$ cat config.mk
export PLATFORM = sky130hd
export DESIGN_NAME = id_seg_flat
export DESIGN_NICKNAME = d
export VERILOG_FILES = /design/src/rtl/id_seg_if.sv /design/src/rtl/id_seg.sv /design/src/flat_wrapper.sv
export SDC_FILE = /design/constraint.sdc
export NUM_CORES = 2
export LEC_CHECK = 0
export ABC_AREA = 0
export BUFFER_PORTS_ARGS = -buffer_cell sky130_fd_sc_hd__buf_2
export CAP_MARGIN = 20
export CORE_MARGIN = 2
export CORE_UTILIZATION = 65
export CTS_BUF_LIST = sky130_fd_sc_hd__clkbuf_16
export DETAILED_ROUTE_END_ITERATION = 10
export GPL_TIMING_DRIVEN = 1
export PLACE_DENSITY_LB_ADDON = 0.1
export RECOVER_POWER = 50
export SLEW_MARGIN = 0
export SYNTH_ARGS = -nofsm -noshare
export SYNTH_HDL_FRONTEND = slang
export SYNTH_SLANG_ARGS = --single-unit
export TNS_END_PERCENT = 5
$ cat constraint.sdc
create_clock -name clk -period 3.1 [get_ports clk]
set_input_delay 0.31 -clock clk [delete_from_list [all_inputs] [get_ports clk]]
set_output_delay 0.31 -clock clk [all_outputs]
set_load 0.05 [all_outputs]
$ cat src/rtl/id_seg_if.sv
// Decode-stage bundle: fetch NPC/IR, hazard and write-back inputs in, ID/EX slot and stall out.
// master = upstream/environment side, slave = the decode stage.
interface id_seg_if #(
    parameter int WIDTH = 32,
    parameter int AW    = 5
);
    logic [WIDTH-1:0] NPC;
    logic [WIDTH-1:0] IR;
    logic             flush;
    logic             ex_load;
    logic [AW-1:0]    ex_rt;
    logic             wb_en;
    logic [AW-1:0]    wb_addr;
    logic [WIDTH-1:0] wb_data;

    logic             stall;
    logic             id_valid;
    logic [WIDTH-1:0] id_NPC;
    logic [WIDTH-1:0] id_A;
    logic [WIDTH-1:0] id_B;
    logic [WIDTH-1:0] id_Imm;
    logic [WIDTH-1:0] id_JTgt;
    logic [5:0]       id_op;
    logic [5:0]       id_funct;
    logic [AW-1:0]    id_rs;
    logic [AW-1:0]    id_rt;
    logic [AW-1:0]    id_rd;

    modport master (
        output NPC, IR, flush, ex_load, ex_rt, wb_en, wb_addr, wb_data,
        input  stall, id_valid, id_NPC, id_A, id_B, id_Imm, id_JTgt,
               id_op, id_funct, id_rs, id_rt, id_rd
    );

    modport slave (
        input  NPC, IR, flush, ex_load, ex_rt, wb_en, wb_addr, wb_data,
        output stall, id_valid, id_NPC, id_A, id_B, id_Imm, id_JTgt,
               id_op, id_funct, id_rs, id_rt, id_rd
    );
endinterface

$ cat src/rtl/id_seg.sv
// Instruction-decode stage: register file with write-through bypass, immediate/jump decode,
// load-use hazard detection and a registered ID/EX slot.
module id_seg #(
    parameter int          WIDTH  = 32,
    parameter int          NREG   = 32,
    parameter logic [31:0] NOP_IR = 32'h0
) (
    input  logic      clk,
    input  logic      rst,
    id_seg_if.slave   bus
);
    localparam int AW = $clog2(NREG);

    logic [5:0]       op;
    logic [5:0]       funct;
    logic [AW-1:0]    rs;
    logic [AW-1:0]    rt;
    logic [AW-1:0]    rd;

    assign op    = bus.IR[31:26];
    assign rs    = bus.IR[25:21];
    assign rt    = bus.IR[20:16];
    assign rd    = bus.IR[15:11];
    assign funct = bus.IR[5:0];

    // Register file; entry 0 is a constant so r0 can never hold anything but zero.
    logic [WIDTH-1:0] rf_rd [NREG];

    genvar gi;
    generate
        for (gi = 0; gi < NREG; gi++) begin : g_rf
            if (gi == 0) begin : g_zero
                assign rf_rd[gi] = '0;
            end else begin : g_reg
                logic [WIDTH-1:0] q_reg;
                always_ff @(posedge clk or negedge rst) begin
                    if (!rst) begin
                        q_reg <= '0;
                    end else if (bus.wb_en && (bus.wb_addr == AW'(gi))) begin
                        q_reg <= bus.wb_data;
                    end
                end
                assign rf_rd[gi] = q_reg;
            end
        end
    endgenerate

    logic [WIDTH-1:0] a_val;
    logic [WIDTH-1:0] b_val;

    // Same-cycle write-back is forwarded so decode never sees a stale value.
    assign a_val = (bus.wb_en && (bus.wb_addr == rs) && (rs != '0)) ? bus.wb_data : rf_rd[rs];
    assign b_val = (bus.wb_en && (bus.wb_addr == rt) && (rt != '0)) ? bus.wb_data : rf_rd[rt];

    logic [WIDTH-1:0] imm;

    always_comb begin
        imm = {{(WIDTH-16){bus.IR[15]}}, bus.IR[15:0]};
        case (op)
            6'h0C, 6'h0D, 6'h0E: imm = {{(WIDTH-16){1'b0}}, bus.IR[15:0]};
            6'h0F:               imm = {bus.IR[15:0], {(WIDTH-16){1'b0}}};
            default:             ;
        endcase
    end

    logic hazard;
    logic bubble;

    assign hazard    = bus.ex_load && (bus.ex_rt != '0) && ((bus.ex_rt == rs) || (bus.ex_rt == rt));
    assign bus.stall = hazard && !bus.flush;
    assign bubble    = hazard || bus.flush;

    logic             valid_reg, valid_next;
    logic [WIDTH-1:0] npc_reg, npc_next;
    logic [WIDTH-1:0] a_reg, a_next;
    logic [WIDTH-1:0] b_reg, b_next;
    logic [WIDTH-1:0] imm_reg, imm_next;
    logic [WIDTH-1:0] jtgt_reg, jtgt_next;
    logic [5:0]       op_reg, op_next;
    logic [5:0]       funct_reg, funct_next;
    logic [AW-1:0]    rs_reg, rs_next;
    logic [AW-1:0]    rt_reg, rt_next;
    logic [AW-1:0]    rd_reg, rd_next;

    // A bubble carries NOP_IR's fields with every data word cleared.
    always_comb begin
        valid_next = 1'b0;
        npc_next   = '0;
        a_next     = '0;
        b_next     = '0;
        imm_next   = '0;
        jtgt_next  = '0;
        op_next    = NOP_IR[31:26];
        rs_next    = NOP_IR[25:21];
        rt_next    = NOP_IR[20:16];
        rd_next    = NOP_IR[15:11];
        funct_next = NOP_IR[5:0];
        if (!bubble) begin
            valid_next = 1'b1;
            npc_next   = bus.NPC;
            a_next     = a_val;
            b_next     = b_val;
            imm_next   = imm;
            jtgt_next  = {bus.NPC[WIDTH-1:WIDTH-4], bus.IR[25:0], 2'b00};
            op_next    = op;
            rs_next    = rs;
            rt_next    = rt;
            rd_next    = rd;
            funct_next = funct;
        end
    end

    always_ff @(posedge clk or negedge rst) begin
        if (!rst) begin
            valid_reg <= 1'b0;
            npc_reg   <= '0;
            a_reg     <= '0;
            b_reg     <= '0;
            imm_reg   <= '0;
            jtgt_reg  <= '0;
            op_reg    <= '0;
            funct_reg <= '0;
            rs_reg    <= '0;
            rt_reg    <= '0;
            rd_reg    <= '0;
        end else begin
            valid_reg <= valid_next;
            npc_reg   <= npc_next;
            a_reg     <= a_next;
            b_reg     <= b_next;
            imm_reg   <= imm_next;
            jtgt_reg  <= jtgt_next;
            op_reg    <= op_next;
            funct_reg <= funct_next;
            rs_reg    <= rs_next;
            rt_reg    <= rt_next;
            rd_reg    <= rd_next;
        end
    end

    assign bus.id_valid = valid_reg;
    assign bus.id_NPC   = npc_reg;
    assign bus.id_A     = a_reg;
    assign bus.id_B     = b_reg;
    assign bus.id_Imm   = imm_reg;
    assign bus.id_JTgt  = jtgt_reg;
    assign bus.id_op    = op_reg;
    assign bus.id_funct = funct_reg;
    assign bus.id_rs    = rs_reg;
    assign bus.id_rt    = rt_reg;
    assign bus.id_rd    = rd_reg;
endmodule

$ cat src/flat_wrapper.sv
// flat-port wrapper written by rule: the top's interface ports become plain ports
module id_seg_flat 
#(
    parameter int          WIDTH  = 32,
    parameter int          NREG   = 32,
    parameter logic [31:0] NOP_IR = 32'h0
)
  (clk, rst, bus_NPC, bus_IR, bus_flush, bus_ex_load, bus_ex_rt, bus_wb_en, bus_wb_addr, bus_wb_data, bus_stall, bus_id_valid, bus_id_NPC, bus_id_A, bus_id_B, bus_id_Imm, bus_id_JTgt, bus_id_op, bus_id_funct, bus_id_rs, bus_id_rt, bus_id_rd);
  id_seg_if #(.WIDTH(WIDTH)) bus_i ();
  input  logic clk;
  input  logic rst;
  input wire logic [$bits(bus_i.NPC)-1:0] bus_NPC;
  input wire logic [$bits(bus_i.IR)-1:0] bus_IR;
  input wire logic [$bits(bus_i.flush)-1:0] bus_flush;
  input wire logic [$bits(bus_i.ex_load)-1:0] bus_ex_load;
  input wire logic [$bits(bus_i.ex_rt)-1:0] bus_ex_rt;
  input wire logic [$bits(bus_i.wb_en)-1:0] bus_wb_en;
  input wire logic [$bits(bus_i.wb_addr)-1:0] bus_wb_addr;
  input wire logic [$bits(bus_i.wb_data)-1:0] bus_wb_data;
  output wire logic [$bits(bus_i.stall)-1:0] bus_stall;
  output wire logic [$bits(bus_i.id_valid)-1:0] bus_id_valid;
  output wire logic [$bits(bus_i.id_NPC)-1:0] bus_id_NPC;
  output wire logic [$bits(bus_i.id_A)-1:0] bus_id_A;
  output wire logic [$bits(bus_i.id_B)-1:0] bus_id_B;
  output wire logic [$bits(bus_i.id_Imm)-1:0] bus_id_Imm;
  output wire logic [$bits(bus_i.id_JTgt)-1:0] bus_id_JTgt;
  output wire logic [$bits(bus_i.id_op)-1:0] bus_id_op;
  output wire logic [$bits(bus_i.id_funct)-1:0] bus_id_funct;
  output wire logic [$bits(bus_i.id_rs)-1:0] bus_id_rs;
  output wire logic [$bits(bus_i.id_rt)-1:0] bus_id_rt;
  output wire logic [$bits(bus_i.id_rd)-1:0] bus_id_rd;
  assign bus_i.NPC = bus_NPC;
  assign bus_i.IR = bus_IR;
  assign bus_i.flush = bus_flush;
  assign bus_i.ex_load = bus_ex_load;
  assign bus_i.ex_rt = bus_ex_rt;
  assign bus_i.wb_en = bus_wb_en;
  assign bus_i.wb_addr = bus_wb_addr;
  assign bus_i.wb_data = bus_wb_data;
  assign bus_stall = bus_i.stall;
  assign bus_id_valid = bus_i.id_valid;
  assign bus_id_NPC = bus_i.id_NPC;
  assign bus_id_A = bus_i.id_A;
  assign bus_id_B = bus_i.id_B;
  assign bus_id_Imm = bus_i.id_Imm;
  assign bus_id_JTgt = bus_i.id_JTgt;
  assign bus_id_op = bus_i.id_op;
  assign bus_id_funct = bus_i.id_funct;
  assign bus_id_rs = bus_i.id_rs;
  assign bus_id_rt = bus_i.id_rt;
  assign bus_id_rd = bus_i.id_rd;
  id_seg #(.WIDTH(WIDTH), .NREG(NREG), .NOP_IR(NOP_IR)) u_core (.clk(clk), .rst(rst), .bus(bus_i));
endmodule
==> impl.org <==
** Logic synthesis
- Synthesized-area fraction occupied by xor and xnor cells :: 0.00265
- Of all cell types, the one taking the most synthesized area is sky130_fd_sc_hd__dfrtp_1.
- Summing every instance area after synthesis gives 59500 sq um.
- Count of distinct cell types in the synthesized netlist :: 47
- The Yosys step of the flow raised 0 warnings.
- Share of async-settable or async-resettable flops after synthesis :: 1.00
- Top post-synthesis cells by area :: sky130_fd_sc_hd__dfrtp_1 (48%), sky130_fd_sc_hd__mux2_2 (22%), sky130_fd_sc_hd__mux4_2 (9.7%)
- Of the post-synthesis cell area, the dominant cell type holds 0.485.
- By instance count, the leading cell after synthesis is sky130_fd_sc_hd__mux2_2.
- Instance count of the mapped netlist :: 4204
- Adder-cell area share of the yosys netlist :: 0
- Synthesis inferred 1153 register bits.
- A synthesized cell averages 14.2 sq um.
- By count the netlist is led by sky130_fd_sc_hd__mux2_2 (1171), sky130_fd_sc_hd__dfrtp_1 (1153), sky130_fd_sc_hd__mux2i_1 (320).
- The synthesized-area fraction occupied by ao, oa, aoi and oai cells came to 0.0747.
- Dominant combinational cell family by area after synthesis :: multiplexers
- Of the total synthesized cell area, the portion taken by AND, OR, NAND and NOR gates is 0.0211.
- In the synthesized netlist the dominant register cell turns out to be sky130_fd_sc_hd__dfrtp_1.
- The portion of synthesized area spent on multiplexers is 0.375.
- The share of the Yosys chip area taken by registers is 0.485.
- In this run, synthesis inferred 0 flip-flops with an integrated enable.

** Timing
- Slew at the pin with the worst max-slew slack :: 1.74 ns
- The worst path in the final design needs a cycle of 2.67 ns, including I/O delays and setup.
- Measured against its own limit, the worst slew margin works out to -0.161.
- Highest clock rate :: 375 MHz
- Clock tree skew after final layout :: 0.0234 ns
- Setup violations remaining at the end of the flow were counted as 0.
- The final number of hold-violating endpoints was 0.
- The number of pins exceeding their max-slew limit in the final report is 175.
- Post-Route Hold Slack :: 0.207 ns
- Total negative slack for setup checks :: 0 ns
- Unrepaired setup endpoints after global routing :: no
- Dividing the final minimum period by the clock period gives 0.860.

** Critical path
- Crit-path max FO :: 32
- Master of the slowest instance on the critical path :: sky130_fd_sc_hd__clkbuf_2
- The critical path is of the in2reg type.
- Critical path's top delay family :: buffers and inverters
- Nature of the critical path startpoint :: primary input
- Counting cells, the worst reg-to-reg path comes to 4.
- Data arrival at the endpoint of the critical path :: 3.25 ns
- Worst setup path startpoint :: bus_wb_addr[2]
- Worst Setup EP :: u_core.g_rf[15].g_reg.q_reg[1]
- The critical path crosses 5 cells after its start point.
- The worst register-to-register path begins at u_core.g_rf[31].g_reg.q_reg[19].
- Critical register-to-register path endpoint :: u_core.bus.id_A[19]
- Max incr delay on CP :: 1.24 ns
- STA classifies the critical path endpoint as a flip-flop.
- At the worst endpoint, the required time is 3.68 ns.
- Ordered list of cells on the worst path :: clkbuf_1, nand2_1, nor2_4, clkbuf_2, mux2_2
- Across all register-to-register paths, the minimum setup slack is 1.38 ns.
- The critical path contains buffers and inverters numbering 2 combined.

** Power and ir drop
- The share of total power dissipated in sequential elements is 0.459.
- Max IR drop VDD :: 0.551 mV
- The analysis attributes to net switching a power of 0.0122 W.
- The share of total power dissipated in the clock network is 0.337.
- Of the total power, the share spent switching nets is 0.284.
- The internal power of the cells totals 0.0308 W.
- The completed layout was analyzed and its total power is 0.0429 W.
- Dividing total power by cell area gives a power density of 642 nW/um^2.
- Combinational share of power :: 0.203
- The analysis attributes to cell leakage a power of 30.3 nW.

** GRT
- The first global-routing pass estimated 278000 um of wire.
- Entering global routing, the biggest net connects 96 pins.
- Across every metal layer, demand over resource in global routing totals 0.403.
- The initial antenna violation count came to 9.
- Number of global-route vias before repair :: 41800
- For this run the aggregate overflow at the end of global routing stands at 0.

** Routing
- Dividing the detail-routed wire length by the instance count gives 33.1 um.
- Count of routing violations after the opening detailed-route iteration :: 4656
- Across all layers, the routed design uses 41200 vias.
- Once detail routing completed, the nets flagged for antenna violations numbered 0.
- For this block, the routed nets add up to 188000 um of wire.
- Count of unresolved DRC violations after routing :: 0
- DR vias/cell :: 7.23
- Number of detailed-route iterations in the first pass :: 6

** Placement
- Detailed placement finished with a half-perimeter wire length of 112000 um.
- The congestion estimate from routability-driven global placement came to 0.916.
- Port Buffer Count :: 297

** Min path
- The tightest min-delay check is of the in2async type.

** Die
- Number of placement rows :: 111
- Horizontal die dimension :: 307 um
- The die is 307 um tall.
- Die Area :: 94000 sq um
- Io pins :: 300
- The floorplan step defined a core boundary enclosing 91200 sq um.
- Initial core utilization :: 0.653

** CTS
- The clock passes through at most 3 buffers.
- Clock tree from TritonCTS :: yes
- # clock sinks :: 1153
- The later pin in the worst-skew pair is clocked with a latency of 0.72 ns.
- Setup Fix Bufs, Post-CTS :: 0
- Buffer type at the clock tree root :: sky130_fd_sc_hd__clkbuf_16
- Number of buffers inserted during clock tree synthesis :: 120
- Clock transition time at the flip-flop clock pins of the worst setup and hold paths :: 0.06 ns
- The clock tree synthesis step divided the H-tree into 3 levels.

** Finish
- The register with the most flip-flops in the layout has 992 of them.
- Of the cells placed in the final design, the portion with a size suffix greater than 1 is 0.479.
- The final layout contains 4509 nets.
- Syn-to-layout area delta :: 12.3%

** Status
- The final reports fail on capacitance limit, slew limit.
- Run status :: finished, violations left

** Job
- Across the run, the number of max-cap violations was 10.
[worst min path at each step]
stage / to / cells past startpoint / start / slack, ns
floorplan: u_core.bus.id_A[0] / 0 / rst / 0.01
CTS: u_core.bus.id_JTgt[27] / 3 / bus_IR[25] / 0.19
detailed placement: u_core.bus.id_Imm[8] / 1 / rst / 0.37
global route: u_core.bus.id_JTgt[27] / 3 / bus_IR[25] / 0.21
finish: u_core.bus.id_rt[3] / 2 / rst / 0.21
global placement: u_core.bus.id_Imm[8] / 1 / rst / 0.36
[placed cells by master, fill, tap and decap left out, types with 33 or more instances in the layout]
cell type / n
sky130_fd_sc_hd__mux2_2: 1171
sky130_fd_sc_hd__dfrtp_1: 1153
sky130_fd_sc_hd__mux2i_1: 320
sky130_fd_sc_hd__buf_2: 287
sky130_fd_sc_hd__mux4_2: 256
sky130_fd_sc_hd__o221ai_1: 128
sky130_fd_sc_hd__clkbuf_16: 124
sky130_fd_sc_hd__buf_4: 104
sky130_fd_sc_hd__a21oi_1: 79
sky130_fd_sc_hd__nor2_1: 77
sky130_fd_sc_hd__a221oi_1: 64
sky130_fd_sc_hd__a221o_1: 64
sky130_fd_sc_hd__o31ai_1: 64
sky130_fd_sc_hd__a211oi_1: 64
sky130_fd_sc_hd__and2_1: 62
sky130_fd_sc_hd__buf_12: 58
sky130_fd_sc_hd__dlygate4sd3_1: 55
sky130_fd_sc_hd__o221a_2: 47
sky130_fd_sc_hd__nand2_1: 33
[power groups by stage]
stage | Clock [W] | Sequential, W | Combinational [W]
after detailed placement | 0 | 0.0198 | 0.00858
after floorplan | 0 | 0.0198 | 0.00606
after global placement | 0 | 0.0196 | 0.00836
after CTS | 0.0146 | 0.0196 | 0.00869
after global routing | 0.0152 | 0.0200 | 0.00926
final | 0.0145 | 0.0197 | 0.00872
[cell families (layout without fill, tap and decap cells)]
| logic type | Yosys count | after routing |
|---|---|---|
| DFF | 1153 | 1153 |
| muxes | 1760 | 1760 |
| AOI/OAI and AO/OA | 534 | 534 |
| other | 1 | 5 |
| xor gates and xnor gates | 18 | 18 |
| and+or+nand+nor | 255 | 255 |
| buffers and inverters | 483 | 777 |
[through the flow]
stage                     instance area, sq um  cells   util  setup slack, ns
after floorplan                          59500   4205      -             1.18
after global placement                   62600   5406  0.686            0.610
after detailed placement                 62600   5406  0.686            0.529
after CTS                                67100   5684  0.735             1.06
after global routing                     66800   5686  0.732            0.484
final                                    66800   5688  0.733            0.434
[metal layers]
| layer | routed length [um] | GRT usage | share of wire | up-vias |
|---|---|---|---|---|
| met3 | 19700 | 0.106 | 0.10 | 609 |
| met2 | 84300 | 0.595 | 0.45 | 2433 |
| met1 | 74800 | 0.565 | 0.40 | 21600 |
| met5 | 46 | 0 | 0.00024 | - |
| met4 | 9540 | 0.181 | 0.051 | 8 |
| li1 | - | - | - | 16500 |
[layout make-up]
class,count,area [sq um]
antenna,3,7.51
clock buffer,124,3100
clock inverter,99,815
fill,5964,24400
inverter,3,20.0
multi-input combinational,2569,28400
sequential,1153,28900
tap,1186,1480
timing repair buffer,551,4200
[timing repair]
action,CTS,global route
hold endpoints to repair,128,0
gates resized for setup,0,0
hold buffers,55,0
No activity file was read; power rests on OpenSTA's default activity.
